<file path="src/rtl/shift_seq_ctrl.sv">
`default_nettype none
// ============================================================================
// Module      : shift_seq_ctrl
// Description : Serialises a parallel word into a shift register, flushes it,
//               and rebuilds the word from the register's serial output.
//               Optional loopback check enabled by SHIFT_SEQ_CHECK_EN.
// Revision    : 1.0 - initial release
// ============================================================================
module shift_seq_ctrl #(
    parameter int WIDTH = 8,
    parameter int DEPTH = 4,
    parameter int CNT_W = 8
) (
    input  logic             clk,
    input  logic             rst,
    input  logic             load_valid,
    output logic             load_ready,
    input  logic [WIDTH-1:0] load_data,
    output logic             sr_in,
    input  logic             sr_out,
    output logic             res_valid,
    input  logic             res_ready,
    output logic [WIDTH-1:0] res_data,
`ifdef SHIFT_SEQ_CHECK_EN
    output logic             mismatch,
`endif
    output logic             busy
);

    typedef enum logic [1:0] {
        S_IDLE = 2'd0,
        S_RUN  = 2'd1,
        S_DONE = 2'd2
    } state_t;

    localparam logic [CNT_W-1:0] c_LAST_K    = CNT_W'(WIDTH + DEPTH - 1);
    localparam logic [CNT_W-1:0] c_FIRST_CAP = CNT_W'(DEPTH);

    state_t           r_state;
    state_t           w_state_nxt;
    logic [CNT_W-1:0] r_cnt;
    logic [WIDTH-1:0] r_tx_sh;
    logic [WIDTH-1:0] r_rx;
    logic [WIDTH-1:0] w_rx_nxt;
    logic             w_accept;
    logic             w_last;
    logic             w_cap;
    logic             w_res_hs;
`ifdef SHIFT_SEQ_CHECK_EN
    logic [WIDTH-1:0] r_tx_ref;
`endif

    assign w_accept = (r_state == S_IDLE) && load_valid && load_ready;
    assign w_last   = (r_state == S_RUN) && (r_cnt == c_LAST_K);
    assign w_cap    = (r_state == S_RUN) && (r_cnt >= c_FIRST_CAP);
    assign w_res_hs = (r_state == S_DONE) && res_valid && res_ready;
    // Bits arrive LSB first, so shifting in at the MSB lands bit 0 at the bottom.
    assign w_rx_nxt = w_cap ? {sr_out, r_rx[WIDTH-1:1]} : r_rx;

    always_ff @(posedge clk) begin
        if (rst) begin
            r_state <= S_IDLE;
        end else begin
            r_state <= w_state_nxt;
        end
    end

    always_comb begin
        w_state_nxt = r_state;
        case (r_state)
            S_IDLE:  if (w_accept) w_state_nxt = S_RUN;
            S_RUN:   if (w_last)   w_state_nxt = S_DONE;
            S_DONE:  if (w_res_hs) w_state_nxt = S_IDLE;
            default: w_state_nxt = S_IDLE;
        endcase
    end

    always_ff @(posedge clk) begin
        if (rst) begin
            load_ready <= 1'b1;
            busy       <= 1'b0;
            res_valid  <= 1'b0;
            res_data   <= '0;
            sr_in      <= 1'b0;
            r_cnt      <= '0;
            r_tx_sh    <= '0;
            r_rx       <= '0;
`ifdef SHIFT_SEQ_CHECK_EN
            mismatch   <= 1'b0;
            r_tx_ref   <= '0;
`endif
        end else begin
            // Status outputs are registered copies of the upcoming state.
            load_ready <= (w_state_nxt == S_IDLE);
            busy       <= (w_state_nxt != S_IDLE);
            res_valid  <= (w_state_nxt == S_DONE);
            case (r_state)
                S_IDLE: begin
                    if (w_accept) begin
                        sr_in   <= load_data[0];
                        r_tx_sh <= load_data >> 1;
                        r_rx    <= '0;
                        r_cnt   <= '0;
`ifdef SHIFT_SEQ_CHECK_EN
                        r_tx_ref <= load_data;
`endif
                    end
                end
                S_RUN: begin
                    // The shifter empties to zero after WIDTH bits, giving the flush.
                    r_cnt   <= r_cnt + 1'b1;
                    r_tx_sh <= r_tx_sh >> 1;
                    sr_in   <= w_last ? 1'b0 : r_tx_sh[0];
                    r_rx    <= w_rx_nxt;
                    if (w_last) begin
                        res_data <= w_rx_nxt;
`ifdef SHIFT_SEQ_CHECK_EN
                        mismatch <= (w_rx_nxt != r_tx_ref);
`endif
                    end
                end
                S_DONE: begin
`ifdef SHIFT_SEQ_CHECK_EN
                    if (w_res_hs) mismatch <= 1'b0;
`endif
                end
                default: begin
                    sr_in <= 1'b0;
                end
            endcase
        end
    end

endmodule
`default_nettype wire

</file>
<file path="config.mk">
export PLATFORM = sky130hd
export DESIGN_NAME = shift_seq_ctrl
export DESIGN_NICKNAME = d
export VERILOG_FILES = /design/src/rtl/shift_seq_ctrl.sv
export SDC_FILE = /design/constraint.sdc
export NUM_CORES = 1
export LEC_CHECK = 0
export CELL_PAD_IN_SITES_DETAIL_PLACEMENT = 1
export CELL_PAD_IN_SITES_GLOBAL_PLACEMENT = 1
export CORE_MARGIN = 5
export CORE_UTILIZATION = 40
export CTS_BUF_LIST = sky130_fd_sc_hd__clkbuf_2
export DETAILED_ROUTE_END_ITERATION = 16
export DONT_BUFFER_PORTS = 1
export PLACE_DENSITY = 0.7
export SETUP_SLACK_MARGIN = 0.05
export SLEW_MARGIN = 0
export SYNTH_ARGS = -nofsm -noshare
export SYNTH_HDL_FRONTEND = slang
export SYNTH_SLANG_ARGS = --single-unit
</file>
<file path="constraint.sdc">
create_clock -name clk -period 1.95 [get_ports clk]
set_clock_uncertainty 0.15 [all_clocks]
set_input_delay 0.195 -clock clk [delete_from_list [all_inputs] [get_ports clk]]
set_output_delay 0.195 -clock clk [all_outputs]
set_load 0.01 [all_outputs]
</file>
==> results of run 1 <==
metal layers:
metal | share of wire [%] | track usage [%]
met2 | 49 | 28.1
met1 | 45 | 22.0
met5 | 0 | 0
met4 | 0.93 | 5.84
met3 | 4.7 | 5.20
power breakdown:
group	internal (W)	switching [W]	total, W
Clock	0.0000739	0.000243	0.000317
Sequential	0.000758	0.0000212	0.000779
Combinational	0.0000594	0.0000791	0.000139
Total	0.000891	0.000343	0.00123
flip-flops by register name, summed over array words and instances, names as in the netlist:
name	cells
busy	1
load_ready	1
r_cnt	8
r_rx	7
r_state	2
r_tx_sh	7
res_data	8
res_valid	1
sr_in	1
cell families after synthesis:
| family | after synthesis | synth area share [%] |
|---|---|---|
| AOI/OAI and AO/OA | 65 | 27.9 |
| adders and majority gates | 2 | 1.53 |
| buffers and inverters | 27 | 7.58 |
| DFF | 36 | 44.1 |
| muxes | 1 | 0.689 |
| and+or+nand+nor | 49 | 18.2 |
Yosys cell counts (all sizes together), types with 2 or more instances:
cell and count:
dfxtp 36, o221ai 7, or3 4, nor3 2, a21oi 16, clkbuf 6
nand3b 3, buf 9, or2 2, and3 2, nor2 4, nand4bb 2
o211ai 3, nand2 11, a22oi 6, a32o 8, inv 11, nand3 5
ha 2, nor2b 8, a311oi 2, o21ai 16
worst max-delay path by stage:
stage                        endpoint  slack [ns]  cells after the start
after global routing            sr_in        0.04                      4
final                         r_rx[7]        0.20                      4
after floorplan           res_data[0]        0.32                      4
after CTS                 res_data[6]        0.15                      4
after detailed placement  res_data[6]        0.17                      4
after global placement    res_data[1]        0.25                      4
final cells by class:
| type | count | area, um2 | area share, % |
|---|---|---|---|
| multi-input combinational | 117 | 795 | 43.5 |
| clock inverter | 2 | 7.51 | 0.411 |
| timing repair buffer | 19 | 173 | 9.45 |
| inverter | 12 | 45.0 | 2.46 |
| tap | 50 | 62.6 | 3.42 |
| clock buffer | 5 | 25.0 | 1.37 |
| sequential | 36 | 721 | 39.4 |
critical path, stage by stage:
cell           delay, ns
dlygate4sd3_1       1.24
nor2b_1             0.16
o21ai_0             0.15
o221ai_2            0.12
what timing repair did:
item / in CTS / in global routing
resized for setup: 0 / 1
hold endpoints to repair: 29 / 0
hold buffers: 12 / 0
setup buffers: 0 / 0
endpoints found under the setup margin: 0 / 8
through the flow:
stage / cell area (um2) / hold slack (ns) / setup WS [ns]
finish: 1830 / 0.0398 / 0.197
global placement: 1670 / 0.118 / 0.247
detailed placement: 1670 / 0.122 / 0.171
floorplan: 1630 / 0.171 / 0.325
CTS: 1820 / 0.0134 / 0.153
global route: 1830 / 0.0313 / 0.0437
==> results.md, run 1 <==
| Group | Metric | Reported |
| --- | --- | --- |
| job | Max-Cap Viols | 0 |
| setup path | Worst reg2reg path depth | 4 |
| global routing | First-pass GRT wire length | 7.33 mm |
| layout | Final nets | 206 |
| logic synthesis | Number of distinct library cell variants in the gate-level netlist after synthesis | 43 |
| logic synthesis | Flip-flop cell with the highest count after synthesis | dfxtp_1 |
| layout | Count of non-filler cells in the finished layout | 241 |
| pwr | Sum of internal, switching and leakage power | 0.00123 W |
| die | Height of the die | 73.9 um |
| setup path | Largest fanout on the critical path | 28 |
| clock network | Worst-Skew Late Latency | 0.38 ns |
| clock network | Clk buf depth | 2 |
| logic synthesis | Synth area leader | dfxtp_1 |
| die | Number of standard-cell rows in the floorplan | 23 |
| min path | Hold Crit Endpoint | r_rx[7] |
| logic synthesis | Fraction of synthesis flops using an asynchronous set or reset pin | 0% |
| route | Per-cell via count in the routed design | 5.93 |
| sta | Setup TNS Final | 0 ns |
| logic synthesis | Fraction of synthesized cell area taken by the top area cell type | 44.1% |
| logic synthesis | Synthesized area per cell | 9.08 um2 |
| clock network | Clock tree from TritonCTS | yes |
| setup path | WS Path Type | in2reg |
| layout | Relative area change from synthesis to final layout | 11.9% |
| route | Average detailed-routed wire length per instance | 17.9 um |
| layout | Commonest cells after routing, fill and taps aside | dfxtp_1 (36), a21oi_1 (16), o21ai_0 (15) |
| sta | Endpoints failing setup | 0 |
| logic synthesis | EDFF count, synth | 0 |
| placement | Cells after DPL | 222 |
| layout | Fraction of layout cells with a size suffix above 1 | 11.0% |
| die | Initial Utilization | 41.1% |
| placement | Final GP Congestion | 0.806 |
| logic synthesis | Syn_nets | 195 |
| sta | Number of hold violations in the final report | 0 |
| pwr | PwrDens | 675 mW/mm2 |
| sta | Min Tclk post-route | 1.75 ns |
| clock network | H-tree levels | 2 |
| global routing | Gr usage total | 17.4% |
| global routing | Remaining Overflow, GRT | 0 |
| sta | Share of the cycle needed by the critical path after routing | 89.9% |
| sta | Highest clock frequency the design can meet | 0.570 GHz |
| die | Floorplan die width | 73.9 um |
| logic synthesis | Cell types occupying the most area after synthesis | dfxtp_1 (44%), a21oi_1 (4.9%), a32o_1 (4.9%) |
| logic synthesis | Gate count of the mapped netlist | 180 |
| setup path | Required arrival time at the worst endpoint | 2.07 ns |
| route | Count of TritonRoute iterations in the first routing pass | 4 |
| sta | Number of max-slew violations in the final report | 0 |
| min path | Cell depth of the worst hold path | 3 |
| setup path | Critical Path Start | rst |
| layout | Count of inserted antenna diode cells | 0 |
| clock network | Clock-pin slew of the registers on the worst-case setup and hold paths | 0.17 ns |
| setup path | Startpoint class of the critical path | input pin |
| layout | Leading cell type in the layout, fill and taps excluded | dfxtp_1 |
| setup path | Arrival time reported for the critical path endpoint | 1.87 ns |
| logic synthesis | Sequential-to-total area share from yosys stat | 44.1% |
| die | Total core area | 0.00397 mm2 |
| pwr | Static leakage | 0.606 nW |
| global routing | Vias in the first global route | 1518 |
| sta | RSZ-0062 raised after global routing | true |
| setup path | Worst reg2reg path endpoint | sr_in |
| placement | DP Wirelength | 2.93 mm |
| setup path | Internal reg-to-reg setup slack | 0.24 ns |
| logic synthesis | Post-synthesis register bit count | 36 |
| logic synthesis | Number of warnings printed during yosys synthesis | 0 |
| pwr | Max IR drop VDD | 415 uV |
| global routing | Largest net degree at the start of global routing | 29 |
| route | Number of vias in the routed layout | 1429 |
| placement | Total of buffers placed on input and output ports | 0 |
| global routing | Antenna violations before repair | 0 |
| setup path | Origin of the critical flop-to-flop path | r_state[0] |
| layout | Core utilization of the finished layout | 46.0% |
| logic synthesis | Post-Synthesis Cell Area | 0.00163 mm2 |
| clock network | Clock sink count | 36 |
| layout | Number of filler cells placed in the layout | 463 |
| route | Antenna viol nets, final | 0 |
| min path | Class of the worst hold path | in2reg |
| die | Area of the die | 0.00546 mm2 |
| clock network | Root Buffer Master | clkbuf_2 |
| route | DRC errors left | 0 |
| route | Detailed Route Iter0 Violations | 61 |
| die | Number of top-level design ports | 25 |
| min path | Hold path startpoint | rst |
| route | Total Wirelength | 4.32 mm |
| clock network | Clock buffers created by TritonCTS | 5 |
| setup path | Type of destination of the critical path | flop |
| status | Outcome | finished, final reports clean |
| sta | Actual slew at the worst max-slew pin | 1.06 ns |
| sta | Slew Limit Headroom | 29.0% |
(Power assumes the default switching activity.)
==> run 2: changes to the inputs <==
--- a/config.mk
+++ b/config.mk
@@ -5,14 +5,14 @@
 export SDC_FILE = /design/constraint.sdc
 export NUM_CORES = 1
 export LEC_CHECK = 0
+export BUFFER_PORTS_ARGS = -buffer_cell sky130_fd_sc_hd__buf_2
 export CELL_PAD_IN_SITES_DETAIL_PLACEMENT = 1
 export CELL_PAD_IN_SITES_GLOBAL_PLACEMENT = 1
 export CORE_MARGIN = 5
-export CORE_UTILIZATION = 40
+export CORE_UTILIZATION = 30
 export CTS_BUF_LIST = sky130_fd_sc_hd__clkbuf_2
 export DETAILED_ROUTE_END_ITERATION = 16
-export DONT_BUFFER_PORTS = 1
-export PLACE_DENSITY = 0.7
+export PLACE_DENSITY = 0.61
 export SETUP_SLACK_MARGIN = 0.05
 export SLEW_MARGIN = 0
 export SYNTH_ARGS = -nofsm -noshare
==> run 2 against run 1 <==
Net effect: via count increased by 7.3%; global-route usage shrank 4.4 points; largest power group unchanged; flip-flop and latch count is the same; critical path depth down 1; fmax rose by 0.62%; sequential power about the same.
==> results.md, run 2 (synthesis results as in run 1) <==
| Group | Metric | Reported |
| --- | --- | --- |
| status | Outcome | finished, final reports clean |
| route | Total Wirelength | 4.44 mm |
| placement | DP Wirelength | 3.21 mm |
| setup path | Arrival time reported for the critical path endpoint | 1.89 ns |
| global routing | Vias in the first global route | 1574 |
| setup path | WS Path Type | reg2reg |
| sta | Highest clock frequency the design can meet | 0.574 GHz |
| global routing | Antenna violations before repair | 0 |
| sta | Min Tclk post-route | 1.74 ns |
| sta | Share of the cycle needed by the critical path after routing | 89.3% |
| clock network | H-tree levels | 2 |
| die | Floorplan die width | 83.8 um |
| sta | Number of hold violations in the final report | 0 |
| sta | Min setup slack post-route | 0.208 ns |
| layout | Commonest cells after routing, fill and taps aside | dfxtp_1 (36), buf_2 (24), a21oi_1 (16) |
| clock network | Clock-pin slew of the registers on the worst-case setup and hold paths | 0.20 ns |
| setup path | Type of destination of the critical path | flop |
| placement | Final GP Congestion | 0.720 |
| route | Detailed Route Iter0 Violations | 85 |
| sta | Setup TNS Final | 0 ns |
| route | Average detailed-routed wire length per instance | 15.5 um |
| die | Total core area | 0.00520 mm2 |
| job | Max-Cap Viols | 0 |
| global routing | Gr usage total | 12.9% |
| setup path | Largest fanout on the critical path | 16 |
| route | Per-cell via count in the routed design | 5.34 |
| setup path | Maximum cell stage delay along the critical path | 0.52 ns |
| route | Number of vias in the routed layout | 1534 |
| die | Number of standard-cell rows in the floorplan | 26 |
| layout | Fraction of layout cells with a size suffix above 1 | 23.5% |
| layout | Core utilization of the finished layout | 38.6% |
| min path | Hold path startpoint | res_ready |
| setup path | Worst Path Buf+Inv | 0 |
| sta | Endpoints failing setup | 0 |
| clock network | Clock sink count | 36 |
| setup path | Startpoint class of the critical path | flop |
| pwr | Static leakage | 0.737 nW |
| layout | Number of filler cells placed in the layout | 640 |
| setup path | Critical Path Start | r_state[1] |
| global routing | Remaining Overflow, GRT | 0 |
| clock network | Clock buffers created by TritonCTS | 5 |
| route | Antenna viol nets, final | 0 |
| die | Number of top-level design ports | 25 |
| sta | Slew Limit Headroom | 65.2% |
| setup path | Internal reg-to-reg setup slack | 0.21 ns |
| route | Count of TritonRoute iterations in the first routing pass | 4 |
| setup path | Required arrival time at the worst endpoint | 2.10 ns |
| min path | Class of the worst hold path | in2reg |
| clock network | Worst-Skew Late Latency | 0.38 ns |
| die | Area of the die | 0.00702 mm2 |
| setup path | Top Family by Delay on Critical Path | simple AND/OR/NAND/NOR gates |
| pwr | Max IR drop VDD | 306 uV |
| setup path | Origin of the critical flop-to-flop path | r_state[1] |
| clock network | Post-CTS Repair Setup Buffers | 0 |
| sta | Actual slew at the worst max-slew pin | 0.521 ns |
| layout | Final nets | 231 |
| layout | Leading cell type in the layout, fill and taps excluded | dfxtp_1 |
| clock network | Clk buf depth | 2 |
| global routing | Largest net degree at the start of global routing | 17 |
| clock network | Root Buffer Master | clkbuf_2 |
| die | Initial Utilization | 31.4% |
| setup path | Worst reg2reg path depth | 3 |
| sta | Number of max-slew violations in the final report | 0 |
| layout | Count of inserted antenna diode cells | 0 |
| clock network | Clock tree from TritonCTS | yes |
| placement | Total of buffers placed on input and output ports | 24 |
| sta | RSZ-0062 raised after global routing | false |
| setup path | Slowest-stage cell, CP | dfxtp_1 |
| die | Height of the die | 83.8 um |
| placement | Post-Place Worst Slack | 0.0787 ns |
| route | DRC errors left | 0 |
| setup path | Number of gates on the worst path with buffers counted | 3 |
| layout | Relative area change from synthesis to final layout | 23.0% |
| setup path | Crit-path cells | nand4b_1 -> nor3_1 -> mux2_2 |
| layout | Top flop regs | r_cnt x8, res_data x8 |
| min path | Cell depth of the worst hold path | 4 |
| pwr | PwrDens | 701 mW/mm2 |
| global routing | First-pass GRT wire length | 7.54 mm |
==> run 2: final cells by class <==
| class | count | area (um2) | share of cell area [%] |
|---|---|---|---|
| timing repair buffer | 44 | 295 | 14.7 |
| sequential | 36 | 721 | 35.8 |
| tap | 70 | 87.6 | 4.36 |
| multi-input combinational | 117 | 795 | 39.5 |
| clock inverter | 3 | 42.5 | 2.12 |
| inverter | 12 | 45.0 | 2.24 |
| clock buffer | 5 | 25.0 | 1.24 |
==> run 2: path summary, 6_finish.rpt <==
check	endpoint
hold reg to reg	r_tx_sh[4]
hold / removal	r_state[1]
setup reg to reg	r_cnt[7]
setup / recovery	r_cnt[7]
==> run 2: repair_timing <==
item                                   in CTS  in global routing
hold buffers                                9                  1
setup endpoints to repair                   0                  2
endpoints found under the hold margin      13                  1
resized for setup                           0                  1
==> run 2: worst min-delay path, cell delays in order <==
cell and delay [ns]:
buf_2 0.08, nand2_1 0.04, nand3b_1 0.15, a21oi_1 0.09
==> run 2: per-layer routing <==
metal / global-route usage [%] / vias to the layer above / part of all wire, %
met5: 0 / - / 0
met1: 16.1 / 767 / 46
met3: 2.96 / 6 / 3.1
li1: - / 738 / -
met2: 22.3 / 23 / 50
met4: 3.51 / 0 / 0.95
==> run 2: stage by stage <==
stage | hold WS (ns) | area, um2 | cells | total power, W
after global placement | 0.270 | 1840 | 269 | 0.000930
after CTS | 0.00151 | 2000 | 286 | 0.00143
final | 0.0402 | 2010 | 287 | 0.00141
after floorplan | 0.171 | 1630 | 180 | 0.000873
after global routing | 0.0202 | 2010 | 287 | 0.00148
after detailed placement | 0.298 | 1840 | 269 | 0.000938
==> run 2: power breakdown <==
part           internal, W  switching (W)
logic            0.0000739      0.0000883
registers         0.000758      0.0000176
clock network     0.000214       0.000257
==> run 3: changes to the inputs <==
--- a/config.mk
+++ b/config.mk
@@ -13,7 +13,7 @@
 export CTS_BUF_LIST = sky130_fd_sc_hd__clkbuf_2
 export DETAILED_ROUTE_END_ITERATION = 16
 export PLACE_DENSITY = 0.61
-export SETUP_SLACK_MARGIN = 0.05
+export SETUP_SLACK_MARGIN = 0.3
 export SLEW_MARGIN = 0
 export SYNTH_ARGS = -nofsm -noshare
 export SYNTH_HDL_FRONTEND = slang
==> run 3 against run 2 <==
Net effect: utilization increased by 0.72 points; setup slack improved by 0.16 ns; critical endpoint is now sr_in; combinational power about the same; highest routed layer unchanged.
==> results.md, run 3 (synthesis results as in run 1) <==
| Group | Metric | Reported |
| --- | --- | --- |
| route | Count of TritonRoute iterations in the first routing pass | 4 |
| die | Total core area | 0.00520 mm2 |
| sta | Number of max-slew violations in the final report | 0 |
| setup path | Largest fanout on the critical path | 10 |
| setup path | Required arrival time at the worst endpoint | 2.08 ns |
| pwr | PwrDens | 689 mW/mm2 |
| job | Max-Cap Viols | 0 |
| sta | Share of the cycle needed by the critical path after routing | 80.9% |
| sta | Setup TNS Final | 0 ns |
| global routing | Gr usage total | 13.0% |
| clock network | Post-CTS Repair Setup Buffers | 0 |
| pwr | Static leakage | 0.742 nW |
| setup path | Type of destination of the critical path | flop |
| global routing | Largest net degree at the start of global routing | 17 |
| clock network | Worst-Skew Late Latency | 0.38 ns |
| layout | Leading cell type in the layout, fill and taps excluded | dfxtp_1 |
| clock network | Clk buf depth | 2 |
| layout | Number of filler cells placed in the layout | 633 |
| setup path | WS Path Type | reg2reg |
| clock network | Clock buffers created by TritonCTS | 5 |
| clock network | H-tree levels | 2 |
| die | Initial Utilization | 31.4% |
| route | DR WL met2 | 2.23 mm |
| die | Area of the die | 0.00702 mm2 |
| global routing | First-pass GRT wire length | 7.55 mm |
| setup path | Arrival time reported for the critical path endpoint | 1.71 ns |
| sta | Slew Limit Headroom | 72.7% |
| layout | Relative area change from synthesis to final layout | 25.3% |
| setup path | Startpoint class of the critical path | flop |
| route | Per-cell via count in the routed design | 5.28 |
| layout | Commonest cells after routing, fill and taps aside | dfxtp_1 (31), buf_2 (24), a21oi_1 (16) |
| placement | DP Wirelength | 3.21 mm |
| sta | Min Tclk post-route | 1.58 ns |
| die | Floorplan die width | 83.8 um |
| layout | Top flop regs | r_cnt x8, res_data x8 |
| clock network | Clock sink count | 36 |
| route | Met1 WL | 2.03 mm |
| placement | Final GP Congestion | 0.720 |
| route | Number of vias in the routed layout | 1515 |
| placement | Total of buffers placed on input and output ports | 24 |
| global routing | Antenna violations before repair | 0 |
| clock network | Root Buffer Master | clkbuf_2 |
| sta | RSZ-0062 raised after global routing | true |
| route | Antenna viol nets, final | 0 |
| layout | Final design area excluding fillers | 0.00205 mm2 |
| global routing | Vias in the first global route | 1576 |
| sta | Endpoints failing setup | 0 |
| route | Average detailed-routed wire length per instance | 15.4 um |
| clock network | Clock-pin slew of the registers on the worst-case setup and hold paths | 0.19 ns |
| sta | Actual slew at the worst max-slew pin | 0.406 ns |
| sta | Number of hold violations in the final report | 0 |
| placement | Placed standard-cell area | 0.00184 mm2 |
| status | Outcome | finished, final reports clean |
| route | Met3 WL post-DR | 120 um |
| layout | Sequential cell area | 727 um2 |
| route | Detailed Route Iter0 Violations | 61 |
| route | DRC errors left | 0 |
| pwr | Max IR drop VDD | 306 uV |
| clock network | Clock tree from TritonCTS | yes |
| min path | Class of the worst hold path | in2reg |
| die | Number of standard-cell rows in the floorplan | 26 |
| die | Height of the die | 83.8 um |
| layout | Final nets | 231 |
| die | Number of top-level design ports | 25 |
| route | Highest routing layer actually used | met4 |
| layout | Count of inserted antenna diode cells | 0 |
| layout | Fraction of layout cells with a size suffix above 1 | 28.1% |
| layout | Combined area of the multi-input logic cells | 826 um2 |
| route | Total Wirelength | 4.42 mm |
| global routing | Remaining Overflow, GRT | 0 |
| sta | Highest clock frequency the design can meet | 0.634 GHz |
-- run 3: per-stage QoR --
stage / utilization, % / hold WS, ns / total power [W] / worst slack [ns] / instances
after floorplan: - / 0.171 / 0.000873 / 0.325 / 180
after global placement: 35.3 / 0.270 / 0.000930 / 0.211 / 269
after detailed placement: 35.3 / 0.298 / 0.000938 / 0.0787 / 269
after CTS: 38.7 / 0.00149 / 0.00143 / 0.311 / 286
after global routing: 39.4 / 0.0131 / 0.00148 / 0.260 / 287
final: 39.4 / 0.0360 / 0.00141 / 0.372 / 287
-- run 3: timing repair --
item / in CTS / in global routing
endpoints found under the hold margin: 13 / 1
setup endpoints to repair: 12 / 12
gates resized for setup: 6 / 7
hold buffers: 9 / 1
-- run 3: worst max-delay path: stages, from the launching register on --
cell      delay, ns
dfxtp_2        0.46
nor2b_2        0.27
buf_4          0.21
o211ai_1       0.10
a221oi_1       0.30
-- run 3: cell type report --
type | count | share of cell area, %
inverters | 12 | 2.20
multi-input cells | 117 | 40.3
well taps | 70 | 4.28
clock buffers | 5 | 1.22
flip-flops and latches | 36 | 35.5
repair buffers | 44 | 14.4
clock inverters | 3 | 2.08
-- run 3: worst paths after layout --
check	startpoint	endpoint	slack (ns)	cells after the start
max	r_state[0]	sr_in	0.37	4
min	res_ready	r_state[1]	0.04	4
max reg2reg	r_state[0]	sr_in	0.37	4
min reg2reg	r_cnt[0]	r_cnt[0]	0.35	1
-- run 3: where the power goes --
part	leakage (nW)	internal, W	switching (W)
Clock	0.0390	0.000214	0.000256
Sequential	0.294	0.000759	0.0000175
Combinational	0.409	0.0000753	0.0000896
Total	0.742	0.00105	0.000363
-- run 3: per-layer routing --
| layer | GRT usage [%] | vias to the layer above |
|---|---|---|
| met1 | 16.0 | 755 |
| met3 | 2.96 | 6 |
| li1 | - | 735 |
| met4 | 3.51 | 0 |
| met5 | 0 | - |
| met2 | 22.6 | 19 |
